<file path="config.mk">
export PLATFORM = sky130hd
export DESIGN_NAME = bin_to_bcd_seq_disp
export DESIGN_NICKNAME = d
export VERILOG_FILES = /design/src/rtl/bin_to_bcd_seq_disp.sv
export SDC_FILE = /design/constraint.sdc
export NUM_CORES = 1
export LEC_CHECK = 0
export CAP_MARGIN = 10
export CORE_UTILIZATION = 45
export CTS_CLUSTER_SIZE = 24
export DETAILED_ROUTE_END_ITERATION = 16
export PLACE_DENSITY = 0.8
export SLEW_MARGIN = 20
export SYNTH_ARGS = -nofsm -noshare
export SYNTH_HDL_FRONTEND = slang
export SYNTH_SLANG_ARGS = --single-unit
</file>
<file path="constraint.sdc">
create_clock -name clk -period 2.08 [get_ports clk]
set_clock_uncertainty 0.05 [all_clocks]
set_input_delay 0.416 -clock clk [delete_from_list [all_inputs] [get_ports clk]]
set_output_delay 0.416 -clock clk [all_outputs]
set_load 0.01 [all_outputs]
</file>
<file path="src/rtl/bin_to_bcd_seq_disp.sv">
// bin_to_bcd_seq_disp
// Sequential binary-to-BCD converter (double-dabble, one input bit per clock)
// with a registered, saturating result and a seven-segment decode per digit.
//
// Ports
//   clk       system clock, rising edge
//   rst_n     asynchronous active-low reset
//   start     launch a conversion (accepted only while idle)
//   bin_in    IN_W-bit unsigned value, sampled on the accepting edge
//   blank_lz  1 = blank leading-zero digits (digit 0 is always shown)
//   busy      conversion in progress
//   done      one-cycle pulse when a new result is valid
//   overflow  last result exceeded 10^DIGITS-1 (bcd saturated to all nines)
//   bcd       registered result, digit k at [4k+3:4k]
//   seg       active-low {g,f,e,d,c,b,a} pattern, digit k at [7k+6:7k]
//
// state | meaning
// IDLE  | holding last result, waiting for start
// SHIFT | one double-dabble iteration per clock, IN_W iterations total
module bin_to_bcd_seq_disp #(
  parameter int IN_W   = 14,
  parameter int DIGITS = 4
) (
  input  logic                  clk,
  input  logic                  rst_n,
  input  logic                  start,
  input  logic [IN_W-1:0]       bin_in,
  input  logic                  blank_lz,
  output logic                  busy,
  output logic                  done,
  output logic                  overflow,
  output logic [4*DIGITS-1:0]   bcd,
  output logic [7*DIGITS-1:0]   seg
);

  localparam int BW = 4 * DIGITS;
  localparam int CW = (IN_W > 1) ? $clog2(IN_W) : 1;

  typedef enum logic {IDLE, SHIFT} state_t;

  state_t          state, state_nxt;
  logic [IN_W-1:0] shift_q;
  logic [BW-1:0]   scratch_q, scratch_adj, scratch_nxt;
  logic            sticky_q, sticky_nxt;
  logic [CW-1:0]   cnt_q;
  logic            last;
  logic [BW-1:0]   bcd_q;
  logic            ovf_q, done_q;

  function automatic logic [6:0] seg7(input logic [3:0] d);
    case (d)
      4'd0:    seg7 = 7'h40;
      4'd1:    seg7 = 7'h79;
      4'd2:    seg7 = 7'h24;
      4'd3:    seg7 = 7'h30;
      4'd4:    seg7 = 7'h19;
      4'd5:    seg7 = 7'h12;
      4'd6:    seg7 = 7'h02;
      4'd7:    seg7 = 7'h78;
      4'd8:    seg7 = 7'h00;
      4'd9:    seg7 = 7'h10;
      default: seg7 = 7'h7F;
    endcase
  endfunction

  // Add-3 correction per digit, no carry between digits.
  always_comb begin
    scratch_adj = scratch_q;
    for (int d = 0; d < DIGITS; d++) begin
      if (scratch_q[4*d +: 4] >= 4'd5)
        scratch_adj[4*d +: 4] = scratch_q[4*d +: 4] + 4'd3;
    end
  end

  // A bit falling off the top digit means the value no longer fits.
  assign scratch_nxt = {scratch_adj[BW-2:0], shift_q[IN_W-1]};
  assign sticky_nxt  = sticky_q | scratch_adj[BW-1];
  assign last        = (cnt_q == CW'(IN_W - 1));

  always_ff @(posedge clk or negedge rst_n) begin
    if (!rst_n) state <= IDLE;
    else        state <= state_nxt;
  end

  always_comb begin
    state_nxt = state;
    case (state)
      IDLE:    if (start) state_nxt = SHIFT;
      SHIFT:   if (last)  state_nxt = IDLE;
      default: state_nxt = IDLE;
    endcase
  end

  always_ff @(posedge clk or negedge rst_n) begin
    if (!rst_n) begin
      shift_q   <= '0;
      scratch_q <= '0;
      sticky_q  <= 1'b0;
      cnt_q     <= '0;
      bcd_q     <= '0;
      ovf_q     <= 1'b0;
      done_q    <= 1'b0;
    end else begin
      case (state)
        IDLE: begin
          done_q <= 1'b0;
          if (start) begin
            shift_q   <= bin_in;
            scratch_q <= '0;
            sticky_q  <= 1'b0;
            cnt_q     <= '0;
          end
        end
        SHIFT: begin
          shift_q   <= shift_q << 1;
          scratch_q <= scratch_nxt;
          sticky_q  <= sticky_nxt;
          cnt_q     <= cnt_q + 1'b1;
          done_q    <= last;
          if (last) begin
            bcd_q <= sticky_nxt ? {DIGITS{4'h9}} : scratch_nxt;
            ovf_q <= sticky_nxt;
          end
        end
        default: done_q <= 1'b0;
      endcase
    end
  end

  assign busy     = (state == SHIFT);
  assign done     = done_q;
  assign overflow = ovf_q;
  assign bcd      = bcd_q;

  // Walk from the top digit down; a digit is blank until the first nonzero.
  always_comb begin
    logic seen;
    seg  = '1;
    seen = 1'b0;
    for (int k = DIGITS - 1; k >= 0; k--) begin
      if (bcd_q[4*k +: 4] != 4'd0) seen = 1'b1;
      if (blank_lz && !seen && (k != 0)) seg[7*k +: 7] = 7'h7F;
      else                               seg[7*k +: 7] = seg7(bcd_q[4*k +: 4]);
    end
  end

endmodule

</file>
==> flow_metrics.tcl, run 1 <==
set metrics [dict create \
    fp.dieH_um 90.8 \
    htree_levels 2 \
    syn_to_final_growth_pct 34.1 \
    finalCritPeriodShare 1.16 \
    cp.arrival_ns 1.96 \
    hold_viol 0 \
    cts_tree "done" \
    tightestPinTransition_ns 0.492 \
    clk_latency_ns 0.31 \
    fillers 669 \
    max_cap_violations 0 \
    dp_hpwl_mm 5.45 \
    crit_path_max_fanout 7 \
    cts_buffers 5 \
    final_cell_area_mm2 0.00476 \
    drc 0 \
    port_buffers 64 \
    syn_area_mm2 0.00355 \
    endpoint_kind "output pin" \
    antenna_found_initial 0 \
    ant_nets 0 \
    ys_seq_area_frac 0.381 \
    placed_area_mm2 0.00452 \
    min_path_type "primary input to asynchronous set/reset pin" \
    grt_pass1_vias 2932 \
    core_area_mm2 0.00769 \
    ctsHoldBuffers 0 \
    finalNetCount 536 \
    vias 3078 \
    globalRouteOverflowTotal 0 \
    synth_nets 436 \
    vias_per_cell 5.21 \
    crit_required_ns 1.61 \
    reg2reg_slack_ns 0.25 \
    setup_violations 20 \
    ys_seq_elements 54 \
    setup_ws_ns -0.342 \
    period_needed_ns 2.42 \
    status "finished with violations" \
    drtIter0Drc 183 \
    synth_cell_types 44 \
    row_count 32 \
    cts.path.max_buffers 2 \
    num_antenna_cells 0 \
    leakage_uw 0.00228 \
    peakVddDrop_v 0.000589 \
    grt_max_degree 55 \
    rsz0062_at_grt "true" \
    dieArea_mm2 0.00824 \
    cp-start-kind "register" \
    gr-usage-all-layers 0.193 \
    power_density_mw_per_mm2 1690 \
    cts.sinks 54 \
    wl_per_cell_um 13.2 \
    slew_headroom 0.669 \
    dr.pass1.iters 4 \
    finalPower_uw 8030 \
    fmax_mhz 413 \
    syn_inst 388 \
    yosysWarnings 0 \
    floorplan.initialDensity 0.462 \
    fin_tns_setup_ns -3.53 \
    ios 65 \
    grt_pass1_wl_mm 13.2 \
    drv_slew 0 \
    violations "setup timing" \
    avgSynthCellArea_um2 9.15 \
    drive_above_1_share 0.270 \
    cts_root_buffer "clkbuf_8" \
    wl_mm 7.83 \
    final_util 0.619 \
    die_x_um 90.8 \
    place_congestion 0.813 \
    clk_pin_slew_worst_paths_ns 0.10 \
    crit_type "register to output pin" \
]
==> critical path, cell delays in order, from the launching register on <==
cell and delay, ns:
dfrtp_1 0.41, inv_2 0.08, ha_4 0.14, nand4bb_4 0.12
nor3b_4 0.26, buf_6 0.14, nand4_4 0.11, buf_6 0.15
o311ai_4 0.06, buf_2 0.17
==> kinds of logic after synthesis <==
family / after synthesis / synth area share
AOI/OAI and AO/OA: 106 / 0.184
xor gates and xnor gates: 7 / 0.0173
adders and majority gates: 30 / 0.106
buffers and inverters: 43 / 0.0515
DFF: 54 / 0.381
muxes: 29 / 0.0829
and+or+nand+nor: 119 / 0.177
==> cell usage in the layout, fill, tap and decap left out, types with 3 or more instances in the layout <==
master	synthesis	routed
dfrtp_1	54	53
buf_4	0	38
nor2_1	38	36
clkdlybuf4s50_1	0	34
nand2_1	33	33
a21oi_1	35	30
o21ai_0	32	27
mux2i_1	26	26
ha_1	30	25
buf_2	5	22
inv_1	21	17
nand2b_1	11	11
nor3b_1	10	10
buf_6	2	10
a31oi_1	8	8
a21o_1	7	7
a31o_2	7	7
nor2b_1	6	6
o21ai_1	1	6
inv_2	1	5
xnor2_1	5	5
clkbuf_8	0	5
and2_1	4	4
a21oi_2	0	4
nor3_1	7	4
clkbuf_2	0	4
mux2_2	3	3
nor2_2	1	3
o31ai_1	5	3
ha_4	0	3
dlygate4sd2_1	0	3
==> repair_timing <==
item | CTS | global route
gates resized for setup | 110 | 41
buffers inserted | 7 | 7
pin swaps | 10 | 16
endpoints found under the setup margin | 28 | 27
==> sequential cells by signal (all words and copies together) (netlist names) <==
name and flops:
bcd 16, scratch_q 16, shift_q 14, cnt_q 4, busy 1, done 1
overflow 1, sticky_q 1
==> synth_stat cells (all sizes together) <==
cell type,n,area (um^2)
clkbuf,11,41.3
a211o,1,8.76
dfrtp,54,1350
a211oi,3,35.0
xor2,2,17.5
o21ai,34,174
nor3,7,35.0
or2,2,12.5
a21o,7,52.6
xnor2,5,43.8
a21oi,35,175
mux2,3,33.8
and2,4,25.0
mux2i,26,260
nand4,2,33.8
nand2b,11,68.8
nor2b,6,37.5
nand4bb,1,27.5
ha,30,375
a22oi,2,15.0
o311ai,1,16.3
nor3b,12,106
o21ba,1,10.0
nand2,33,124
inv,22,82.6
a31oi,8,50.1
a22o,1,8.76
clkinv,1,3.75
nor2,39,149
nand3,2,10.0
o32a,1,10.0
a31o,7,61.3
o31ai,5,37.5
buf,9,55.1
==> power by group <==
part | leakage, uW | internal, uW | total [uW] | switching [uW]
registers | 0.000669 | 1510 | 1940 | 427
logic | 0.00155 | 2660 | 5400 | 2740
clock network | 0.0000579 | 355 | 690 | 336
==> final timing paths <==
path	startpoint	endpoint	cells after the start
worst min-delay path	rst_n	shift_q[11]$_DFFE_PN0P_	2
worst min register to register	shift_q[4]$_DFFE_PN0P_	shift_q[5]$_DFFE_PN0P_	2
worst max register to register	scratch_q[12]$_DFFE_PN0P_	bcd[1]$_DFFE_PN0P_	7
max in group asynchronous	rst_n	busy$_DFF_PN0_	2
worst max-delay path	bcd[12]$_DFFE_PN0P_	seg[12]	9
min in group clk	shift_q[4]$_DFFE_PN0P_	shift_q[5]$_DFFE_PN0P_	2
==> routing by layer <==
layer | global-route usage | wire length, um
met5 | 0 | 0
met4 | 0.0595 | 123
met3 | 0.0311 | 255
met2 | 0.343 | 3940
met1 | 0.239 | 3510
==> through the flow <==
stage	hold slack [ns]	std cells	setup slack, ns
after floorplan	0.0704	388	-0.00936
after global placement	0.383	571	-0.682
after detailed placement	0.385	571	-0.695
after CTS	0.0423	585	-0.345
after global routing	0.0492	591	-0.497
final	0.0307	591	-0.342
==> cell type report <==
class	instances	area (um^2)	share of cell area
clock inverter	3	40.0	0.00841
timing repair buffer	113	935	0.196
tap	102	128	0.0268
clock buffer	5	68.8	0.0145
inverter	23	86.3	0.0181
sequential	54	1350	0.284
multi-input combinational	291	2150	0.452
Note: power is estimated with default switching activity, not from simulation.
==> run 2, diff against run 1 <==
- GPL_TIMING_DRIVEN: unset -> 1
- MAX_ROUTING_LAYER: unset -> met4
==> run 2 against run 1 <==
The flow still finishes with violations (setup timing); critical path type unchanged; hold slack improved by 0.0020 ns; cell area unchanged; global-route usage increased by 0.61 points; highest routed layer unchanged; final cell count unchanged; setup slack about the same; routed wire length decreased by 0.56%; total power about the same; combinational power about the same; register-to-register slack about the same; first-iteration DRC count increased by 4.4%; largest cell class unchanged; clock-buffer cell count unchanged.
==> flow_metrics.tcl, run 2 (same netlist as run 1, synthesis figures left out) <==
set metrics [dict create \
    setup_violations 20 \
    ant_nets 0 \
    reg2reg_slack_ns 0.25 \
    crit_required_ns 1.61 \
    top_layer_used "met4" \
    ctsHoldBuffers 0 \
    core_area_mm2 0.00769 \
    violations "setup timing" \
    final_cell_area_mm2 0.00476 \
    status "finished with violations" \
    syn_to_final_growth_pct 34.1 \
    peakVddDrop_v 0.000588 \
    vias_per_cell 5.20 \
    cts_buffers 5 \
    cp-start-kind "register" \
    drc 0 \
    fillers 669 \
    port_buffers 64 \
    cts_tree "done" \
    drv_slew 0 \
    fmax_mhz 413 \
    cts.sinks 54 \
    layout_common_cells "53 x dfrtp_1, 38 x buf_4, 36 x nor2_1, 34 x clkdlybuf4s50_1, 33 x nand2_1" \
    clk_latency_ns 0.31 \
    finalCritPeriodShare 1.16 \
    crit_type "register to output pin" \
    fp.dieH_um 90.8 \
    max_cap_violations 0 \
    crit_path_max_fanout 7 \
    die_x_um 90.8 \
    ios 65 \
    grt_pass1_vias 2927 \
    period_needed_ns 2.42 \
    power_density_mw_per_mm2 1690 \
    dp_hpwl_mm 5.45 \
    cp.arrival_ns 1.96 \
    dieArea_mm2 0.00824 \
    place_congestion 0.825 \
    final_common_cell "dfrtp_1" \
    cts_root_buffer "clkbuf_8" \
    leakage_uw 0.00228 \
    htree_levels 2 \
    dr.pass1.iters 4 \
    floorplan.initialDensity 0.462 \
    vias 3075 \
    reg2reg_from "scratch_q[12]$_DFFE_PN0P_" \
    num_antenna_cells 0 \
    row_count 32 \
    hold_viol 0 \
    rsz0062_at_grt "true" \
    placed_area_mm2 0.00452 \
    antenna_found_initial 0 \
    wl_per_cell_um 13.2 \
    drtIter0Drc 191 \
    whs_ns 0.0328 \
    min_path_type "primary input to asynchronous set/reset pin" \
    grt_max_degree 55 \
    drive_above_1_share 0.270 \
    endpoint_kind "output pin" \
    wl_mm 7.78 \
    tightestPinTransition_ns 0.493 \
    setup_ws_ns -0.343 \
    dr_wl_met3_um 264 \
    r2r_end "bcd[1]$_DFFE_PN0P_" \
    final_util 0.619 \
    slew_headroom 0.668 \
    globalRouteOverflowTotal 0 \
    pre_cts_ws_ns -0.695 \
    clk_pin_slew_worst_paths_ns 0.10 \
    finalNetCount 536 \
    cts.path.max_buffers 2 \
    m1WireLength_mm 3.45 \
    r2r_cells 7 \
    wl_met2_mm 3.96 \
    grt_pass1_wl_mm 13.3 \
    gr-usage-all-layers 0.199 \
]
[run 2: worst max-delay path by stage]
stage	start	to	slack [ns]	cells past startpoint
2_1_floorplan	bcd[13]$_DFFE_PN0P_	seg[13]	-0.009	6
3_3_place_gp	blank_lz	seg[15]	-0.68	7
3_5_place_dp	blank_lz	seg[18]	-0.69	7
4_1_cts	bcd[13]$_DFFE_PN0P_	seg[12]	-0.34	9
5_1_grt	bcd[13]$_DFFE_PN0P_	seg[18]	-0.50	9
6_report	bcd[12]$_DFFE_PN0P_	seg[12]	-0.34	9
[run 2: critical path, stage by stage (launching register included)]
cell       delay (ns)
dfrtp_1          0.41
inv_2            0.08
ha_4             0.14
nand4bb_4        0.12
nor3b_4          0.26
buf_6            0.14
nand4_4          0.11
buf_6            0.15
o311ai_4         0.06
buf_2            0.17
[run 2: layer usage]
metal,track usage,up-vias
li1,-,1545
met1,0.242,1448
met2,0.342,70
met3,0.0303,12
met4,0.0595,0
met5,-,-
[run 2: what timing repair did]
action	CTS	global route
resized for setup	110	41
setup endpoints to repair	28	27
pin swaps	10	16
buffers inserted	7	7
[run 2: area by class of cell]
class / instances / area [um^2] / share of cell area
repair buffers: 113 / 935 / 0.196
flip-flops and latches: 54 / 1350 / 0.284
well taps: 102 / 128 / 0.0268
inverters: 23 / 86.3 / 0.0181
multi-input cells: 291 / 2150 / 0.452
clock buffers: 5 / 68.8 / 0.0145
clock inverters: 3 / 40.0 / 0.00841
[run 2: metrics by stage]
step	setup TNS (ns)	total power [uW]	std cells
floorplan	-0.0374	4970	388
global placement	-10.48	7220	571
detailed placement	-11.08	7440	571
CTS	-3.06	7870	585
global route	-6.49	8750	591
finish	-3.52	8030	591
[run 2: report_power, final]
| group | internal (uW) | switching [uW] | leakage (uW) |
|---|---|---|---|
| logic | 2660 | 2740 | 0.00155 |
| clock network | 354 | 332 | 0.0000579 |
| registers | 1510 | 428 | 0.000669 |
| total | 4530 | 3500 | 0.00228 |
==> run 3, diff against run 2 <==
- CTS_CLUSTER_SIZE: 24 -> unset
- SKIP_LAST_GASP: unset -> 1
==> run 3 against run 2 <==
The flow still finishes with violations (setup timing); global-route usage stayed put; final cell count fell by 0.17%; hold slack better by 0.0041 ns; critical path depth is the same; clock power is essentially flat; routed wire length down 0.95%; sequential cell count did not move; critical path type unchanged.
==> flow_metrics.tcl, run 3 (same netlist as run 1, synthesis figures left out) <==
set metrics [dict create \
    p_int_uw 4530 \
    fmax_mhz 414 \
    dr.pass1.iters 4 \
    layout_common_cells "53 x dfrtp_1, 37 x buf_4, 36 x nor2_1, 34 x clkdlybuf4s50_1, 33 x nand2_1" \
    power_frac_seq 0.242 \
    ant_nets 0 \
    grt_pass1_wl_mm 13.3 \
    min_path_type "primary input to asynchronous set/reset pin" \
    wl_mm 7.71 \
    hold_viol 0 \
    syn_to_final_growth_pct 34.0 \
    fp.dieH_um 90.8 \
    power_density_mw_per_mm2 1690 \
    cts.path.max_buffers 2 \
    die_x_um 90.8 \
    crit_type "register to output pin" \
    gr-usage-all-layers 0.199 \
    fin_tns_setup_ns -3.52 \
    slowest_stage "dfrtp_1" \
    clk_latency_ns 0.31 \
    globalRouteOverflowTotal 0 \
    setup_violations 20 \
    cts_root_buffer "clkbuf_8" \
    swShare 0.435 \
    violations "setup timing" \
    cp.arrival_ns 1.95 \
    floorplan.initialDensity 0.462 \
    row_count 32 \
    grt_max_degree 55 \
    slowest_delay_ns 0.41 \
    max_cap_violations 0 \
    vias 3050 \
    ctsHoldBuffers 0 \
    crit_required_ns 1.61 \
    vias_per_cell 5.17 \
    worst_path_most_repeated_cell "buf_6" \
    finalNetCount 535 \
    crit_family "buffers and inverters" \
    port_buffers 64 \
    crit_path_max_fanout 7 \
    dp_hpwl_mm 5.45 \
    ios 65 \
    finalCritPeriodShare 1.16 \
    tightestPinTransition_ns 0.432 \
    period_needed_ns 2.42 \
    leakage_uw 0.00227 \
    rsz0062_at_grt "true" \
    power_switching_uw 3490 \
    drive_above_1_share 0.268 \
    slew_headroom 0.712 \
    grt_pass1_vias 2916 \
    wl_per_cell_um 13.1 \
    peakVddDrop_v 0.000581 \
    placed_area_mm2 0.00452 \
    place_congestion 0.825 \
    status "finished with violations" \
    crit_chain "inv_2 -> ha_4 -> nand4bb_4 -> nor3b_4 -> buf_6 -> nand4_4 -> buf_6 -> o311ai_2 -> buf_2" \
    antenna_found_initial 0 \
    cts_buffers 5 \
    final_cell_area_mm2 0.00475 \
    fillers 672 \
    clock_power_share 0.086 \
    drv_slew 0 \
    final_common_cell "dfrtp_1" \
    drc 0 \
    endpoint_kind "output pin" \
    core_area_mm2 0.00769 \
    num_antenna_cells 0 \
    htree_levels 2 \
    cts_tree "done" \
    cp-start-kind "register" \
    dieArea_mm2 0.00824 \
    drtIter0Drc 175 \
    cts.sinks 54 \
    cp.buffers_inverters 4 \
    p_comb_frac 0.673 \
    setup_ws_ns -0.336 \
    pre_cts_ws_ns -0.695 \
    clk_pin_slew_worst_paths_ns 0.10 \
    finalPower_uw 8020 \
    seq_area_mm2 0.00135 \
    multiInputGateArea_mm2 0.00214 \
]
-- run 3: cell count changes in the layout (fill, tap and decap cells not counted), sizes merged --
cell	previous run	this run
buf	72	71
-- run 3: power by group through the flow --
stage,clock [uW],combinational [uW],sequential (uW)
2_1_floorplan,0,2990,1980
3_3_place_gp,0,5310,1910
3_5_place_dp,0,5500,1940
4_1_cts,715,5230,1930
5_1_grt,752,5970,2010
6_report,686,5390,1940
-- run 3: path summary, 6_finish.rpt --
path                                                 from                      end  slack, ns  depth (start not counted)
max in group asynchronous                           rst_n           busy$_DFF_PN0_       1.69                          2
worst max register to register  scratch_q[12]$_DFFE_PN0P_       bcd[1]$_DFFE_PN0P_       0.25                          7
worst max-delay path                  bcd[12]$_DFFE_PN0P_                  seg[12]      -0.34                          9
worst min-delay path                                rst_n  shift_q[11]$_DFFE_PN0P_       0.04                          2
worst min register to register     shift_q[4]$_DFFE_PN0P_   shift_q[5]$_DFFE_PN0P_       0.44                          2
min in group clk                   shift_q[4]$_DFFE_PN0P_   shift_q[5]$_DFFE_PN0P_       0.44                          2
-- run 3: final cells by class --
class,instances,area share
Inverter,23,0.0182
Sequential cell,54,0.285
Clock inverter,3,0.00842
Multi-Input combinational cell,291,0.451
Tap cell,102,0.0268
Clock buffer,5,0.0145
Timing Repair Buffer,112,0.196
-- run 3: metal layers --
metal,global-route usage,wire length [um],part of all wire,vias up
met1,0.242,3460,0.45,1439
li1,-,-,-,1539
met4,0.0556,96,0.012,0
met3,0.0303,261,0.034,10
met5,-,0,0,-
met2,0.343,3890,0.50,62
-- run 3: timing repair --
item / 4_1_cts / 5_1_grt
pin swaps: 10 / 16
cloned: 0 / 0
setup buffers: 7 / 6
setup endpoints to repair: 28 / 28
resized for setup: 105 / 46
-- run 3: stage by stage --
| stage | utilization | std cells | hold WS (ns) |
|---|---|---|---|
| 3_5_place_dp | 0.589 | 571 | 0.385 |
| 4_1_cts | 0.605 | 585 | 0.0423 |
| 5_1_grt | 0.618 | 590 | 0.0515 |
| 2_1_floorplan | - | 388 | 0.0704 |
| 3_3_place_gp | 0.589 | 571 | 0.383 |
| 6_report | 0.618 | 590 | 0.0369 |
